==> config.mk <==
export PLATFORM = sky130hd
export DESIGN_NAME = huc6280_core_lite
export DESIGN_NICKNAME = d
export VERILOG_FILES = /design/src/rtl/huc6280_core_lite.sv
export SDC_FILE = /design/constraint.sdc
export NUM_CORES = 1
export LEC_CHECK = 0
export ABC_AREA = 1
export CAP_MARGIN = 20
export CORE_ASPECT_RATIO = 0.7
export CORE_MARGIN = 3
export CORE_UTILIZATION = 40
export DETAILED_ROUTE_END_ITERATION = 8
export DONT_BUFFER_PORTS = 1
export SYNTH_ARGS = -nofsm -noshare
export SYNTH_HDL_FRONTEND = slang
export SYNTH_SLANG_ARGS = --single-unit
==> constraint.sdc <==
create_clock -name clk -period 2.44 [get_ports clk]
set_input_delay 0.488 -clock clk [delete_from_list [all_inputs] [get_ports clk]]
set_output_delay 0.488 -clock clk [all_outputs]
set_load 0.1 [all_outputs]
==> src/rtl/huc6280_core_lite.sv <==
// Reduced HuC6280 core: 65C02-style subset with the 8-bank MPR mapper.
// Bus: every read is an address cycle (RE=1) then a data cycle; writes take one WE cycle.
module huc6280_core_lite #(
    parameter logic [15:0] RESET_VEC = 16'hFFFE
) (
    input  logic        clk,
    input  logic        reset,
    output logic [20:0] AB_21,
    input  logic [7:0]  DI,
    output logic [7:0]  DO,
    output logic        RE,
    output logic        WE,
    input  logic        IRQ,
    input  logic        NMI,
    input  logic        RDY,
    output logic [2:0]  dbg_state_o,
    output logic [15:0] dbg_ab_o,
    output logic [15:0] dbg_pc_o,
    output logic [7:0]  dbg_a_o,
    output logic [7:0]  dbg_x_o,
    output logic [7:0]  dbg_y_o,
    output logic [7:0]  dbg_s_o,
    output logic [2:0]  dbg_nzc_o
);

    typedef enum logic [2:0] {
        VEC_LO, VEC_HI, FETCH, OP1, OP2, MEMRD, MEMWR, EXEC
    } state_t;

    // Each read state walks issue -> address (RE=1) -> data (DI valid).
    localparam logic [1:0] PH_ISSUE = 2'd0;
    localparam logic [1:0] PH_ADDR  = 2'd1;
    localparam logic [1:0] PH_DATA  = 2'd2;

    state_t      state_q, state_d;
    logic [1:0]  ph_q, ph_d;
    logic [15:0] ab_q, ab_d;
    logic        re_q, re_d;
    logic        we_q, we_d;
    logic [7:0]  do_q, do_d;
    logic [15:0] pc_q, pc_d;
    logic [7:0]  a_q, a_d, x_q, x_d, y_q, y_d, s_q, s_d;
    logic        n_q, n_d, z_q, z_d, c_q, c_d;
    logic [7:0]  ir_q, ir_d, op1_q, op1_d, op2_q, op2_d;
    logic [7:0]  mpr_q [8];
    logic [7:0]  mpr_d [8];

    logic [15:0] rd_addr;
    logic [7:0]  store_data;
    logic [7:0]  res;
    logic        set_nz;
    logic [8:0]  sum9;
    logic        unused_pins;

    assign unused_pins = IRQ ^ NMI;

    function automatic logic is_imm(input logic [7:0] op);
        return op inside {8'hA9, 8'hA2, 8'hA0, 8'h69, 8'h53, 8'h43, 8'hD0, 8'hF0};
    endfunction

    function automatic logic is_abs(input logic [7:0] op);
        return op inside {8'hAD, 8'h8D, 8'h8E, 8'h8C, 8'h4C};
    endfunction

    // State register: everything freezes while RDY is low.
    always_ff @(posedge clk) begin
        if (!reset) begin
            state_q <= VEC_LO;
            ph_q    <= PH_ISSUE;
            ab_q    <= 16'h0000;
            re_q    <= 1'b0;
            we_q    <= 1'b0;
            do_q    <= 8'h00;
            pc_q    <= 16'h0000;
            a_q     <= 8'h00;
            x_q     <= 8'h00;
            y_q     <= 8'h00;
            s_q     <= 8'hFF;
            n_q     <= 1'b0;
            z_q     <= 1'b0;
            c_q     <= 1'b0;
            ir_q    <= 8'h00;
            op1_q   <= 8'h00;
            op2_q   <= 8'h00;
            for (int i = 0; i < 8; i++) mpr_q[i] <= 8'h00;
        end else if (RDY) begin
            state_q <= state_d;
            ph_q    <= ph_d;
            ab_q    <= ab_d;
            re_q    <= re_d;
            we_q    <= we_d;
            do_q    <= do_d;
            pc_q    <= pc_d;
            a_q     <= a_d;
            x_q     <= x_d;
            y_q     <= y_d;
            s_q     <= s_d;
            n_q     <= n_d;
            z_q     <= z_d;
            c_q     <= c_d;
            ir_q    <= ir_d;
            op1_q   <= op1_d;
            op2_q   <= op2_d;
            for (int i = 0; i < 8; i++) mpr_q[i] <= mpr_d[i];
        end
    end

    // Next-state logic.
    always_comb begin
        state_d = state_q;
        ph_d    = ph_q;
        case (state_q)
            EXEC: begin
                state_d = FETCH;
                ph_d    = PH_ISSUE;
            end
            MEMWR: begin
                if (ph_q == PH_ISSUE) begin
                    ph_d = PH_ADDR;
                end else begin
                    state_d = FETCH;
                    ph_d    = PH_ISSUE;
                end
            end
            default: begin
                if (ph_q == PH_ISSUE) begin
                    ph_d = PH_ADDR;
                end else if (ph_q == PH_ADDR) begin
                    ph_d = PH_DATA;
                end else begin
                    ph_d = PH_ISSUE;
                    case (state_q)
                        VEC_LO:  state_d = VEC_HI;
                        VEC_HI:  state_d = FETCH;
                        FETCH:   state_d = (is_imm(DI) || is_abs(DI)) ? OP1 : EXEC;
                        OP1:     state_d = is_abs(ir_q) ? OP2 : EXEC;
                        OP2:     state_d = (ir_q == 8'hAD) ? MEMRD :
                                           (ir_q == 8'h4C) ? EXEC : MEMWR;
                        MEMRD:   state_d = EXEC;
                        default: state_d = FETCH;
                    endcase
                end
            end
        endcase
    end

    always_comb begin
        case (state_q)
            VEC_LO:  rd_addr = RESET_VEC;
            VEC_HI:  rd_addr = RESET_VEC + 16'd1;
            MEMRD:   rd_addr = {op2_q, op1_q};
            default: rd_addr = pc_q;
        endcase
        case (ir_q)
            8'h8E:   store_data = x_q;
            8'h8C:   store_data = y_q;
            default: store_data = a_q;
        endcase
    end

    // Bus outputs and datapath updates.
    always_comb begin
        ab_d   = ab_q;
        re_d   = 1'b0;
        we_d   = 1'b0;
        do_d   = do_q;
        pc_d   = pc_q;
        a_d    = a_q;
        x_d    = x_q;
        y_d    = y_q;
        s_d    = s_q;
        n_d    = n_q;
        z_d    = z_q;
        c_d    = c_q;
        ir_d   = ir_q;
        op1_d  = op1_q;
        op2_d  = op2_q;
        mpr_d  = mpr_q;
        res    = 8'h00;
        set_nz = 1'b0;
        sum9   = 9'h000;
        case (state_q)
            MEMWR: begin
                if (ph_q == PH_ISSUE) begin
                    ab_d = {op2_q, op1_q};
                    we_d = 1'b1;
                    do_d = store_data;
                end
            end
            EXEC: begin
                case (ir_q)
                    8'hA9: begin a_d = op1_q; res = op1_q; set_nz = 1'b1; end
                    8'hA2: begin x_d = op1_q; res = op1_q; set_nz = 1'b1; end
                    8'hA0: begin y_d = op1_q; res = op1_q; set_nz = 1'b1; end
                    // For LDA abs the fetched data byte was parked in op1.
                    8'hAD: begin a_d = op1_q; res = op1_q; set_nz = 1'b1; end
                    8'hAA: begin x_d = a_q; res = a_q; set_nz = 1'b1; end
                    8'hA8: begin y_d = a_q; res = a_q; set_nz = 1'b1; end
                    8'h8A: begin a_d = x_q; res = x_q; set_nz = 1'b1; end
                    8'h98: begin a_d = y_q; res = y_q; set_nz = 1'b1; end
                    8'h9A: s_d = x_q;
                    8'hBA: begin x_d = s_q; res = s_q; set_nz = 1'b1; end
                    8'hE8: begin x_d = x_q + 8'd1; res = x_d; set_nz = 1'b1; end
                    8'hC8: begin y_d = y_q + 8'd1; res = y_d; set_nz = 1'b1; end
                    8'hCA: begin x_d = x_q - 8'd1; res = x_d; set_nz = 1'b1; end
                    8'h88: begin y_d = y_q - 8'd1; res = y_d; set_nz = 1'b1; end
                    8'h69: begin
                        sum9   = {1'b0, a_q} + {1'b0, op1_q} + {8'd0, c_q};
                        a_d    = sum9[7:0];
                        c_d    = sum9[8];
                        res    = sum9[7:0];
                        set_nz = 1'b1;
                    end
                    8'h18: c_d = 1'b0;
                    8'h38: c_d = 1'b1;
                    8'h4C: pc_d = {op2_q, op1_q};
                    8'hD0: if (!z_q) pc_d = pc_q + {{8{op1_q[7]}}, op1_q};
                    8'hF0: if (z_q)  pc_d = pc_q + {{8{op1_q[7]}}, op1_q};
                    8'h53: begin
                        for (int i = 0; i < 8; i++) if (op1_q[i]) mpr_d[i] = a_q;
                    end
                    8'h43: begin
                        // Descending scan so the lowest set bit wins.
                        for (int i = 7; i >= 0; i--) if (op1_q[i]) a_d = mpr_q[i];
                    end
                    default: ;
                endcase
            end
            default: begin
                if (ph_q == PH_ISSUE) begin
                    ab_d = rd_addr;
                    re_d = 1'b1;
                end else if (ph_q[1]) begin
                    case (state_q)
                        VEC_LO: op1_d = DI;
                        VEC_HI: pc_d  = {DI, op1_q};
                        FETCH:  begin ir_d  = DI; pc_d = pc_q + 16'd1; end
                        OP1:    begin op1_d = DI; pc_d = pc_q + 16'd1; end
                        OP2:    begin op2_d = DI; pc_d = pc_q + 16'd1; end
                        MEMRD:  op1_d = DI;
                        default: ;
                    endcase
                end
            end
        endcase
        if (set_nz) begin
            n_d = res[7];
            z_d = (res == 8'h00);
        end
    end

    assign AB_21       = {mpr_q[ab_q[15:13]], ab_q[12:0]};
    assign DO          = do_q;
    assign RE          = re_q;
    assign WE          = we_q;
    assign dbg_state_o = state_q;
    assign dbg_ab_o    = ab_q;
    assign dbg_pc_o    = pc_q;
    assign dbg_a_o     = a_q;
    assign dbg_x_o     = x_q;
    assign dbg_y_o     = y_q;
    assign dbg_s_o     = s_q;
    assign dbg_nzc_o   = {n_q, z_q, c_q};

endmodule

==> run summary <==
The clock tree synthesis step divided the H-tree into 4 levels. Clock-pin slew was measured on the worst setup and hold paths at approximately 0.070 ns. Setup repair after global routing could not meet its margin everywhere. The number of I/O pins is between 100 and 150. The aggregate global-route resource usage came out at 0.282. The via count came out at 12800. TritonCTS built the clock tree.

In this design, the critical path's most frequently occurring cell is sky130_fd_sc_hd__nor2_1. The area of the core is 27300 µm². The sequential-to-total area share from yosys stat came out at 0.300. The least setup slack across all paths after layout is 0.0644 ns.

The buffers plus inverters on the worst setup path is 0. The required time of the critical path came out at 2.82 ns. The critical path goes through fa_2, fa_2, nor2_1, nor2_1, nand3_1, nand2_1, nor2_1, nand2_1, nor2_1, nand3_1, nor2_1, nand3_1, nand2_1, nand2_1, nor2_1. The congestion estimate from routability-driven global placement came to 0.939. The sort of element at the end of the critical path is a flip-flop.

The tool flagged a number of max-cap violations equal to 0. The area of the die came out at 30400 µm². The number of clock sinks seen by CTS is 170. The count of synthesis-stage warnings from yosys came out at 0. The post-synthesis instance total came out at 1760. The area growth from synthesis to layout is 18.4%.

Across the VDD grid, the largest voltage drop is 0.460 mV. The root buffer cell is sky130_fd_sc_hd__clkbuf_16. The area of all placed cells without fillers came out at approximately 13000 µm². In the finished design, the share of the clock period the worst path needs comes to 0.974. The die height is 147 µm. The first-pass GRT wire length is 68500 µm. The min-delay analysis places its worst path in the category in -> reg. The slowest stage of the critical path belongs to the cell sky130_fd_sc_hd__fa_2. A synthesized cell averages 6.44 µm². The detail-routed net length per standard cell came out at 20.2 µm. The leakage power is around 5.7 nW. On the worst path, the slowest cell contributes a delay of between 0.4 and 0.5 ns. After layout, the minimum clock period comes to 2.38 ns. The cell area power density is 535 nW/µm². The first detailed-routing pass took 6 iterations. In this run the cell area measured after placement is 12700 µm². Once detail routing completed, the nets flagged for antenna violations numbered 0.

The arrival time of the worst setup path is between 2 and 3 ns. The number of placed instances, taps included, is 2181. The number of remaining DRC errors is 0. The flow ran to the end, and the final reports show no timing, DRC or antenna violations.

Measured on the finished design, the core utilization comes to 0.492. In this run, the number of DRC markers left after iteration 0 of detailed routing was between 1000 and 1500. The final net count is 1883. The fill cell total of the finished layout came out at 2830. Entering global routing, the biggest net connects between 100 and 150 pins.

The total power after layout is approximately 7.2 mW. The synthesized netlist contains 50 unique library cells. The highest clock rate came out at 421 MHz. Row generation in the floorplan step produced 50 rows. The final global-route overflow total is 0. The total wirelength of the detailed-routed design is 44700 µm. The critical path is of the reg -> reg type.

In the synthesized netlist the dominant register cell turns out to be sky130_fd_sc_hd__dfxtp_1. The half-perimeter wire length after placement is about 33000 µm. The headroom to the max-slew limit is 0.545. The number of antenna violations at the first check in global routing is 0.

In this run, post-CTS hold repair placed 0 buffers. The family with the most delay on the worst path is simple AND/OR/NAND/NOR gates. The number of nets in the synthesized netlist is 1803. During placement, the flow inserted port buffers numbering 0. The highest fanout seen on the critical path is 4. The post-synthesis sequential element count came out at 170. The sum of negative setup slack came out at 0 ns. The worst slack at placement came out at 0.0868 ns. The die is about 210 µm wide. Using the TritonRoute via totals, the vias-per-cell ratio works out to 5.75. The maximum clock skew at final layout came out at 0.00744 ns. The number of global-route vias before repair came out at 11600. The clock latency reported for the late side of the worst-skew pair came out at about 0.44 ns. The number of slew-limit violations in the final report came out at 0. The final hold violation count is 0. The number of synthesized flops with an enable pin came out at 0. In the final layout, the share of cells above drive strength 1 is 0.157. The worst setup path is launched from a flip-flop. The worst hold slack is 0.139 ns.

The actual slew at the worst max-slew pin is 0.682 ns. The diode insertion count for antenna repair came out at 0. The share of flip-flops with an asynchronous set or reset after synthesis came out at 0. The effective utilization at floorplan is 0.415. Setup violations remaining at the end of the flow were counted as 0. The final standard cell count with taps included and fillers excluded came out at around 2200. The CTS buffer count is 17. Summing every instance area after synthesis gives 11300 µm².

The maximum root-to-sink buffer count is 2.
[Yosys cell counts (12+ instances only)]
| library cell | count | area [µm²] |
|---|---|---|
| sky130_fd_sc_hd__nand4_1 | 22 | 138 |
| sky130_fd_sc_hd__inv_2 | 12 | 45.0 |
| sky130_fd_sc_hd__buf_4 | 21 | 158 |
| sky130_fd_sc_hd__o22ai_1 | 22 | 138 |
| sky130_fd_sc_hd__a31oi_1 | 21 | 131 |
| sky130_fd_sc_hd__nand2_1 | 325 | 1220 |
| sky130_fd_sc_hd__nand3_1 | 95 | 475 |
| sky130_fd_sc_hd__o21ai_0 | 216 | 1080 |
| sky130_fd_sc_hd__o211ai_1 | 27 | 203 |
| sky130_fd_sc_hd__nor2_1 | 152 | 571 |
| sky130_fd_sc_hd__dfxtp_1 | 170 | 3400 |
| sky130_fd_sc_hd__inv_1 | 183 | 687 |
| sky130_fd_sc_hd__a21oi_1 | 236 | 1180 |
| sky130_fd_sc_hd__ha_1 | 27 | 338 |
| sky130_fd_sc_hd__o21ai_1 | 18 | 90.1 |
| sky130_fd_sc_hd__clkbuf_1 | 62 | 233 |
| sky130_fd_sc_hd__nor3_1 | 18 | 90.1 |
| sky130_fd_sc_hd__a221oi_1 | 15 | 131 |
[state kept, by name (all words and copies together) (netlist names), 2 cells and up]
register and cells:
DO 8, ir_q 8, ph_q 2, dbg_s_o 8, dbg_y_o 8, dbg_pc_o 16
dbg_state_o 3, op1_q 8, op2_q 8, mpr_q 64, dbg_a_o 8, dbg_x_o 8
dbg_ab_o 16
[cells in the final DEF (no fill, tap or decap), drive strengths merged, types with 2 or more instances in the layout]
master,instances
nand2,329
a21oi,236
o21ai,235
inv,199
dfxtp,170
nor2,168
buf,162
nand3,96
o211ai,27
ha,27
nand4,23
o22ai,22
clkbuf,22
a31oi,21
nor3,20
a221oi,16
xor2,11
a211oi,9
o221ai,8
clkinv,8
nand3b,6
o31ai,4
xnor2,4
nor3b,4
clkinvlp,4
or2,3
a22oi,3
a41oi,3
fa,3
o311ai,2
a21o,2
[final timing paths]
path              cells after the start  slack [ns]  startpoint  endpoint
hold / removal                        1        0.14         RDY   ph_q[1]
setup / recovery                     15        0.06  dbg_a_o[0]       z_q
hold reg to reg                       2        0.48    op2_q[5]  op2_q[5]
setup reg to reg                     15        0.06  dbg_a_o[0]       z_q
[area by class of cell]
type / count / area (µm²) / area share
multi-input combinational: 1286 / 6800 / 0.507
inverter: 203 / 774 / 0.0577
clock inverter: 9 / 91.3 / 0.00681
sequential: 170 / 3460 / 0.258
tap: 364 / 455 / 0.0340
timing repair buffer: 162 / 1370 / 0.102
clock buffer: 22 / 464 / 0.0346
[cell families after synthesis]
logic type	count (synthesis)	synth area share
and+or+nand+nor	651	0.252
AOI/OAI and AO/OA	590	0.286
buffers and inverters	304	0.115
DFF	170	0.300
adders and majority gates	30	0.0351
xor gates and xnor gates	15	0.0116
[routing by layer]
metal  GRT usage  routed length (µm)  part of all wire  vias up
met5           0                   0                 0        -
met4      0.0631                 635             0.014        0
met3      0.0619                4290             0.096       51
met2       0.409               18500              0.41      612
met1       0.426               21200              0.47     5945
li1            -                   -                 -     6145
[power breakdown]
part           switching [mW]  internal [mW]
sequential             0.0698           2.82
combinational            1.14          0.421
clock                    1.26           1.46
total                    2.47           4.71
[repair_timing]
| item | 4_1_cts | 5_1_grt |
|---|---|---|
| pin swaps | 0 | 4 |
| buffers inserted | 2 | 2 |
| endpoints found under the setup margin | 8 | 27 |
| gates resized for setup | 3 | 23 |
(Power assumes the default switching activity.)
